==> src/rtl/uart_pkg.sv <==
// uart_pkg: shared UART types and constants; PARITY state exists only with UART_TX_PARITY_EN
package uart_pkg;
  localparam int DATA_BITS = 8;
  localparam int DEF_CLKS_PER_BIT = 434;
  localparam logic IDLE_LVL = 1'b1;
`ifdef UART_TX_PARITY_EN
  typedef enum logic [2:0] {IDLE, START, DATA, PARITY, STOP} state_t;
`else
  typedef enum logic [2:0] {IDLE, START, DATA, STOP} state_t;
`endif
endpackage

==> src/rtl/uart_baud_gen.sv <==
// uart_baud_gen: bit-period counter with one-cycle tick on the last clock of each period
module uart_baud_gen import uart_pkg::*; #(
  parameter int CLKS_PER_BIT = DEF_CLKS_PER_BIT
) (
  input  logic clk,
  input  logic rst,
  input  logic clr,
  input  logic en,
  output logic tick
);
  localparam int W = $clog2(CLKS_PER_BIT);
  localparam logic [W-1:0] LAST = W'(CLKS_PER_BIT - 1);
  logic [W-1:0] cnt;
  assign tick = en && cnt == LAST;
  // count 0..CLKS_PER_BIT-1 while enabled; clear restarts the period
  always_ff @(posedge clk or posedge rst)
    if (rst) cnt <= '0;
    else if (clr) cnt <= '0;
    else if (en) cnt <= tick ? '0 : cnt + 1'b1;
endmodule

==> src/rtl/uart_tx_ctrl.sv <==
// uart_tx_ctrl: 8N1 byte serialiser (LSB first); UART_TX_PARITY_EN adds an even-parity bit
module uart_tx_ctrl import uart_pkg::*; #(
  parameter int CLKS_PER_BIT = DEF_CLKS_PER_BIT,
  parameter int STOP_BITS = 1
) (
  input  logic       clk,
  input  logic       rst,
  input  logic [7:0] txdw,
  input  logic       txstart,
  output logic       tx,
  output logic       txbusy,
  output logic       txdone
);
  state_t state;
  logic [DATA_BITS-1:0] shreg;
  logic [2:0] idx;
  logic tick;
  logic accept;
`ifdef UART_TX_PARITY_EN
  logic par;
`endif
  assign accept = state == IDLE && txstart;
  uart_baud_gen #(.CLKS_PER_BIT(CLKS_PER_BIT)) u_baud (
    .clk(clk),
    .rst(rst),
    .clr(accept),
    .en(state != IDLE),
    .tick(tick)
  );
  // frame FSM; tx/txbusy/txdone are registered and change on bit-period boundaries
  always_ff @(posedge clk or posedge rst)
    if (rst) begin
      state <= IDLE;
      shreg <= '0;
      idx <= '0;
      tx <= IDLE_LVL;
      txbusy <= 1'b0;
      txdone <= 1'b0;
`ifdef UART_TX_PARITY_EN
      par <= 1'b0;
`endif
    end else begin
      txdone <= 1'b0;
      case (state)
        IDLE: if (txstart) begin
          shreg <= txdw;
          idx <= '0;
          state <= START;
          txbusy <= 1'b1;
          tx <= 1'b0;
`ifdef UART_TX_PARITY_EN
          par <= ^txdw;
`endif
        end
        START: if (tick) begin
          state <= DATA;
          tx <= shreg[0];
        end
        DATA: if (tick) begin
          if (idx == 3'(DATA_BITS - 1)) begin
            idx <= '0;
`ifdef UART_TX_PARITY_EN
            state <= PARITY;
            tx <= par;
`else
            state <= STOP;
            tx <= IDLE_LVL;
`endif
          end else begin
            shreg <= {1'b0, shreg[DATA_BITS-1:1]};
            idx <= idx + 1'b1;
            tx <= shreg[1];
          end
        end
`ifdef UART_TX_PARITY_EN
        PARITY: if (tick) begin
          state <= STOP;
          tx <= IDLE_LVL;
        end
`endif
        STOP: if (tick) begin
          if (idx == 3'(STOP_BITS - 1)) begin
            state <= IDLE;
            txbusy <= 1'b0;
            txdone <= 1'b1;
          end else idx <= idx + 1'b1;
        end
        default: state <= IDLE;
      endcase
    end
endmodule
==> config.mk <==
export PLATFORM = sky130hd
export DESIGN_NAME = uart_tx_ctrl
export DESIGN_NICKNAME = d
export VERILOG_FILES = /design/src/rtl/uart_pkg.sv /design/src/rtl/uart_baud_gen.sv /design/src/rtl/uart_tx_ctrl.sv
export SDC_FILE = /design/constraint.sdc
export NUM_CORES = 1
export LEC_CHECK = 0
export BUFFER_PORTS_ARGS = -buffer_cell sky130_fd_sc_hd__buf_2
export CORE_MARGIN = 5
export CORE_UTILIZATION = 55
export DETAILED_ROUTE_END_ITERATION = 16
export GPL_ROUTABILITY_DRIVEN = 0
export HOLD_SLACK_MARGIN = 0.12
export PLACE_DENSITY_LB_ADDON = 0.3
export SETUP_SLACK_MARGIN = 0.2
export SLEW_MARGIN = 20
export SYNTH_ARGS = -nofsm -noshare
export SYNTH_HDL_FRONTEND = slang
export SYNTH_HIERARCHICAL = 1
export SYNTH_SLANG_ARGS = --single-unit
==> constraint.sdc <==
create_clock -name clk -period 3.3 [get_ports clk]
set_input_delay 0.495 -clock clk [delete_from_list [all_inputs] [get_ports clk]]
set_output_delay 0.495 -clock clk [all_outputs]
set_load 0.01 [all_outputs]
==> metrics.log, run 1 <==
INFO  metric power_dens_cells = 802 nW/um2
INFO  metric drc_errors = 0
INFO  metric holdBufCountCts = 1
INFO  metric detail_route.first_pass.iterations = 4
INFO  metric clk_latency = 0.32 ns
INFO  metric period_minus_slack = 2.77 ns
INFO  metric crit_chain = inv_1, ha_1, inv_1, nand4b_1, nor3_2, nand3b_1, a21oi_2, nand3b_1, o21ai_0
INFO  metric grt_antenna_before_repair = 0
INFO  metric grt_pass1_wl = 5210 um
INFO  metric ant_nets = 0
INFO  metric drt-initial-drc-count = 74
INFO  metric synth_flop_cell = dfrtp_1
INFO  metric cts_sinks = 25
INFO  metric cts_tree = yes
INFO  metric reg2regPathDepth = 9
INFO  metric fillCellCount = 230
INFO  metric ys.warnings.count = 6
INFO  metric clkTransAtPathRegs = 0.14 ns
INFO  metric final_cell_mix = dfrtp_1 (24), a21oi_1 (13), buf_2 (13), nor2_1 (12), ha_1 (12)
INFO  metric portBuffers = 13
INFO  metric finish.cell_count_without_fillers = 197
INFO  metric clock-skew-final = 0.00726 ns
INFO  metric vias_per_cell = 5.72
INFO  metric vias = 1126
INFO  metric synth_enable_flop_cells = 0
INFO  metric routed_wirelength = 2870 um
INFO  metric yosysUniqueCellTypes = 45
INFO  metric cap_violations = 0
INFO  metric slew_headroom = 0.581
INFO  metric worstPathBufferInverterCount = 2
INFO  metric timing.critical_path.to_type = flip-flop
INFO  metric floorplan.initialDensity = 0.563
INFO  metric post_detail_place_hpwl = 2130 um
INFO  metric cts_made_buffers = 3
INFO  metric floorplan.die_area = 3930 um2
INFO  metric die-height = 62.7 um
INFO  metric period_share = 0.841
INFO  metric worstHoldPathCells = 3
INFO  metric first_global_vias = 1164
INFO  metric grt_start_max_net_pins = 17
INFO  metric timing.critical_path.slowest_stage_cell = a21oi_2
INFO  metric peakVddDrop = 465 uV
INFO  metric floorplan.core_area = 2710 um2
INFO  metric tns = 0 ns
INFO  metric mappedNetlistNets = 174
INFO  metric final_layout_size_suffix_gt1_frac = 0.181
INFO  metric worst_path_dominant_cell_family = simple AND/OR/NAND/NOR gates
INFO  metric ant_cells = 0
INFO  metric syn-instance-count = 151
INFO  metric endpoint_required_time_on_the_critical_path = 3.56 ns
INFO  metric placed_cells_incl_taps = 192
INFO  metric design.final.nets = 190
INFO  metric cts.path.max_buffers = 2
INFO  metric cts.repair_timing.setup_buffer_count = 0
INFO  metric setup_viol = 0
INFO  metric fp-row-count = 19
INFO  metric synth.avg_cell_area = 10.1 um2
INFO  metric synth.ff_latch_count = 25
INFO  metric setup.worst_path.start_class = flip-flop
INFO  metric globalRouteTotalUtil = 0.162
INFO  metric cts_root_buffer = clkbuf_4
INFO  metric synth-async-reset-ratio = 1.00
INFO  metric crit_path_max_fanout = 16
INFO  metric top_level_ports = 14
INFO  metric path_class = reg -> reg
INFO  metric die_w = 62.7 um
INFO  metric detail_route.wl_per_cell = 14.5 um
INFO  metric outcome = finished, final reports clean
INFO  metric worstSetupPathDepth = 9
INFO  metric grt_setup_unrepaired = no
INFO  metric global_route.overflow_total = 0
INFO  metric cts_repair_resize_count = 0
INFO  metric tightest_slew = 0.629 ns
INFO  metric layout.cells.most_common = dfrtp_1
INFO  metric h_tree_depth = 1
INFO  metric max_clock_freq = 360 MHz
INFO  metric drv_slew = 0
INFO  metric cp_data_arrival_time = 3.03 ns
INFO  metric worst_path_largest_cell_delay = 0.53 ns
INFO  metric area_growth = 7.63%
INFO  metric hp-class = in -> reg
INFO  metric synth.cell_area = 1530 um2
INFO  metric seq_area_frac_synth = 0.411
INFO  metric static_leakage_power = 0.724 nW
INFO  metric report.final.hold_viol_count = 0
registers in the layout (all words and copies together), names as in the netlist:
register / count
u_baud/cnt: 9
state: 2
txdone: 1
shreg: 8
tx: 1
idx: 3
txbusy: 1
kinds of logic after synthesis:
family,after synthesis,share of synthesized area
buffers and inverters,14,0.0427
flip-flops,25,0.411
AO/OA/AOI/OAI,36,0.172
AND/OR/NAND/NOR,51,0.188
adder cells (fa/ha/maj),12,0.0984
XOR/XNOR,3,0.0172
multiplexers,10,0.0705
area by class of cell:
class | instances | area, um2 | area share
flip-flops and latches | 25 | 627 | 0.382
repair buffers | 14 | 75.1 | 0.0457
multi-input cells | 112 | 833 | 0.508
well taps | 31 | 38.8 | 0.0236
clock buffers | 4 | 26.3 | 0.0160
inverters | 11 | 41.3 | 0.0252
where the power goes:
| part | internal, W | total, W | switching, W |
|---|---|---|---|
| Sequential | 0.000410 | 0.000505 | 0.0000952 |
| Combinational | 0.000304 | 0.000673 | 0.000369 |
| Clock | 0.0000474 | 0.000138 | 0.0000910 |
per-stage QoR:
stage	worst slack (ns)	power (W)	instance area, um2	utilization	hold WS, ns
after global routing	0.265	0.00145	1640	0.606	0.415
after floorplan	0.994	0.00107	1530	-	0.323
after CTS	0.561	0.00133	1640	0.606	0.407
after global placement	0.753	0.00114	1610	0.592	0.472
final	0.525	0.00132	1640	0.606	0.414
after detailed placement	0.587	0.00119	1610	0.592	0.484
worst reg2reg max path, cell delays in order (launching register included):
cell	delay [ns]
dfrtp_1	0.47
inv_1	0.12
ha_1	0.27
inv_1	0.25
nand4b_1	0.25
nor3_2	0.43
nand3b_1	0.15
a21oi_2	0.53
nand3b_1	0.15
o21ai_0	0.09
synthesized netlist by cell type, types with 2 or more instances:
master | count | share of area
nand3b_1 | 4 | 0.020
mux2_1 | 2 | 0.015
nand3_1 | 4 | 0.013
o21ai_0 | 7 | 0.023
nand2b_1 | 5 | 0.021
ha_1 | 12 | 0.098
o31ai_1 | 3 | 0.015
a21oi_2 | 3 | 0.017
inv_1 | 10 | 0.025
xor2_1 | 3 | 0.017
dfrtp_1 | 24 | 0.39
nand2_1 | 9 | 0.022
a21oi_1 | 13 | 0.043
or3_1 | 2 | 0.0082
nor2_1 | 12 | 0.030
mux2i_1 | 7 | 0.046
a21boi_0 | 2 | 0.0098
a32o_1 | 2 | 0.013
layer usage:
metal | global-route usage | part of all wire | up-vias
met1 | 0.205 | 0.46 | 542
li1 | - | - | 557
met5 | 0 | 0 | -
met4 | 0.0637 | 0.014 | 0
met3 | 0.0558 | 0.044 | 5
met2 | 0.254 | 0.48 | 22
path summary, 6_finish.rpt:
kind / slack [ns] / start / to
min reg2reg: 0.52 / txbusy$_DFFE_PP0P_ / txbusy$_DFFE_PP0P_
max in group asynchronous: 2.11 / rst / shreg[6]$_DFFE_PP0P_
min: 0.41 / txdw[7] / shreg[7]$_DFFE_PP0P_
max reg2reg: 0.53 / state[0]$_DFFE_PP0P_ / shreg[7]$_DFFE_PP0P_
min in group asynchronous: 0.68 / rst / u_baud/cnt[0]$_DFFE_PP0P_
max: 0.53 / state[0]$_DFFE_PP0P_ / shreg[7]$_DFFE_PP0P_
Power figures use the tool's default switching activity.
==> run 2, diff against run 1 <==
--- a/config.mk
+++ b/config.mk
@@ -7,7 +7,7 @@
 export LEC_CHECK = 0
 export BUFFER_PORTS_ARGS = -buffer_cell sky130_fd_sc_hd__buf_2
 export CORE_MARGIN = 5
-export CORE_UTILIZATION = 55
+export CORE_UTILIZATION = 52
 export DETAILED_ROUTE_END_ITERATION = 16
 export GPL_ROUTABILITY_DRIVEN = 0
 export HOLD_SLACK_MARGIN = 0.12
==> constraint.sdc (replaced) <==
create_clock -name clk -period 2.47 [get_ports clk]
set_input_delay 0.3705 -clock clk [delete_from_list [all_inputs] [get_ports clk]]
set_output_delay 0.3705 -clock clk [all_outputs]
set_load 0.01 [all_outputs]
==> run 2 against run 1 <==
Wire length down 0.14%. Largest cell class unchanged. First-iteration DRC count shrank 58%. Core utilization is 1.8 points higher. Largest power group unchanged.
==> metrics.log, run 2 (synthesis results as in run 1) <==
INFO  metric hp-class = in -> reg
INFO  metric floorplan.die_area = 4120 um2
INFO  metric grt_pass1_wl = 4970 um
INFO  metric placement.setup.worst_slack = 0.115 ns
INFO  metric drc_errors = 0
INFO  metric period_share = 0.875
INFO  metric final_cell_mix = dfrtp_1 (22), a21oi_1 (13), buf_2 (13), nor2_1 (12), ha_1 (11)
INFO  metric placed_cells_incl_taps = 195
INFO  metric crit_path_max_fanout = 6
INFO  metric layout.cells.most_common = dfrtp_1
INFO  metric die_w = 64.2 um
INFO  metric grt_setup_unrepaired = yes
INFO  metric cts.path.max_buffers = 2
INFO  metric fp-row-count = 19
INFO  metric cts_tree = yes
INFO  metric outcome = finished, final reports clean
INFO  metric vias_per_cell = 5.60
INFO  metric tns = 0 ns
INFO  metric clock-skew-final = 0.00756 ns
INFO  metric period_minus_slack = 2.16 ns
INFO  metric endpoint_required_time_on_the_critical_path = 2.69 ns
INFO  metric slew_headroom = 0.602
INFO  metric routed_wirelength = 2860 um
INFO  metric die-height = 64.2 um
INFO  metric drt-initial-drc-count = 31
INFO  metric fillCellCount = 247
INFO  metric peakVddDrop = 951 uV
INFO  metric cts_sinks = 25
INFO  metric ant_cells = 0
INFO  metric grt_start_max_net_pins = 17
INFO  metric final_layout_size_suffix_gt1_frac = 0.246
INFO  metric groute.layer.met2.usage = 0.244
INFO  metric area_growth = 13.8%
INFO  metric timing.final.ws_setup = 0.309 ns
INFO  metric h_tree_depth = 1
INFO  metric setup.worst_path.start_class = flip-flop
INFO  metric crit_path_end = idx[0]$_DFFE_PP0P_
INFO  metric reg2regPathDepth = 9
INFO  metric drv_slew = 0
INFO  metric first_global_vias = 1130
INFO  metric worst_setup_path_startpoint = state[0]$_DFFE_PP0P_
INFO  metric cap_violations = 0
INFO  metric design.final.nets = 199
INFO  metric clk_latency = 0.33 ns
INFO  metric globalRouteTotalUtil = 0.149
INFO  metric grt_use_met3 = 0.0298
INFO  metric cp_data_arrival_time = 2.39 ns
INFO  metric floorplan.core_area = 2780 um2
INFO  metric finish.cell_count_without_fillers = 206
INFO  metric vias = 1153
INFO  metric fin_util = 0.624
INFO  metric reg_top3 = u_baud/cnt (9), shreg (8), idx (3)
INFO  metric floorplan.initialDensity = 0.548
INFO  metric reg_to_reg_endpoint = idx[0]$_DFFE_PP0P_
INFO  metric timing.critical_path.to_type = flip-flop
INFO  metric largest_register = u_baud/cnt
INFO  metric static_leakage_power = 0.773 nW
INFO  metric post_detail_place_hpwl = 2210 um
INFO  metric portBuffers = 13
INFO  metric setup_viol = 0
INFO  metric power_dens_cells = 1110 nW/um2
INFO  metric cts_root_buffer = clkbuf_4
INFO  metric global_route.overflow_total = 0
INFO  metric placedInstanceArea = 1630 um2
INFO  metric ff2ff_setup_slack = 0.31 ns
INFO  metric grt.met1_usage = 0.193
INFO  metric top_level_ports = 14
INFO  metric max_clock_freq = 463 MHz
INFO  metric largest_reg_flops = 9
INFO  metric grt_antenna_before_repair = 0
INFO  metric path_class = reg -> reg
INFO  metric grt_busiest_layer = met2
INFO  metric critical_path.reg2reg.startpoint = state[0]$_DFFE_PP0P_
INFO  metric clkTransAtPathRegs = 0.14 ns
INFO  metric cts_made_buffers = 3
INFO  metric detail_route.first_pass.iterations = 4
INFO  metric final_design_area_no_fill = 1740 um2
INFO  metric ant_nets = 0
INFO  metric tightest_slew = 0.596 ns
INFO  metric report.final.hold_viol_count = 0
INFO  metric detail_route.wl_per_cell = 13.9 um
## run 2: worst max-delay path, stage by stage (launching register included)
cell and delay (ns):
dfrtp_2 0.43, inv_1 0.09, ha_2 0.23, inv_1 0.07
nand4b_1 0.18, nor3_2 0.30, inv_2 0.10, a211oi_4 0.27
nand2_2 0.09, mux2_4 0.30
## run 2: metal layers
metal	up-vias	part of all wire
li1	580	-
met1	556	0.46
met2	13	0.49
met3	4	0.034
met4	0	0.015
met5	-	0
## run 2: final cells by class
| type | instances | area, um2 | share of cell area |
|---|---|---|---|
| tap | 31 | 38.8 | 0.0224 |
| clock inverter | 1 | 5.00 | 0.00288 |
| timing repair buffer | 23 | 155 | 0.0894 |
| inverter | 11 | 41.3 | 0.0238 |
| multi-input combinational | 112 | 843 | 0.486 |
| clock buffer | 3 | 22.5 | 0.0130 |
| sequential | 25 | 629 | 0.363 |
## run 2: where the power goes
group / total [W] / internal, W / switching, W
Sequential: 0.000666 / 0.000551 / 0.000115
Combinational: 0.00107 / 0.000527 / 0.000545
Clock: 0.000187 / 0.0000609 / 0.000126
## run 2: stage by stage
step	power, W	hold WS (ns)
2_1_floorplan	0.00143	0.198
3_3_place_gp	0.00155	0.353
3_5_place_dp	0.00161	0.357
4_1_cts	0.00181	0.260
5_1_grt	0.00210	0.260
6_report	0.00192	0.265
## run 2: timing repair
item	in CTS	in global routing
endpoints found under the hold margin	24	0
endpoints found under the setup margin	10	13
resized for setup	2	3
setup buffers	0	6
hold buffers	1	0
pin swaps	0	3
## run 2: worst min path at each step
stage               startpoint  slack, ns  cells after the start                   endpoint
floorplan                  rst       0.20                      1  u_baud/cnt[0]$_DFFE_PP0P_
global placement           rst       0.35                      2  u_baud/cnt[8]$_DFFE_PP0P_
detailed placement         rst       0.36                      2  u_baud/cnt[8]$_DFFE_PP0P_
CTS                    txdw[7]       0.26                      3       shreg[7]$_DFFE_PP0P_
global route           txdw[7]       0.26                      3       shreg[7]$_DFFE_PP0P_
finish                 txdw[7]       0.26                      3       shreg[7]$_DFFE_PP0P_
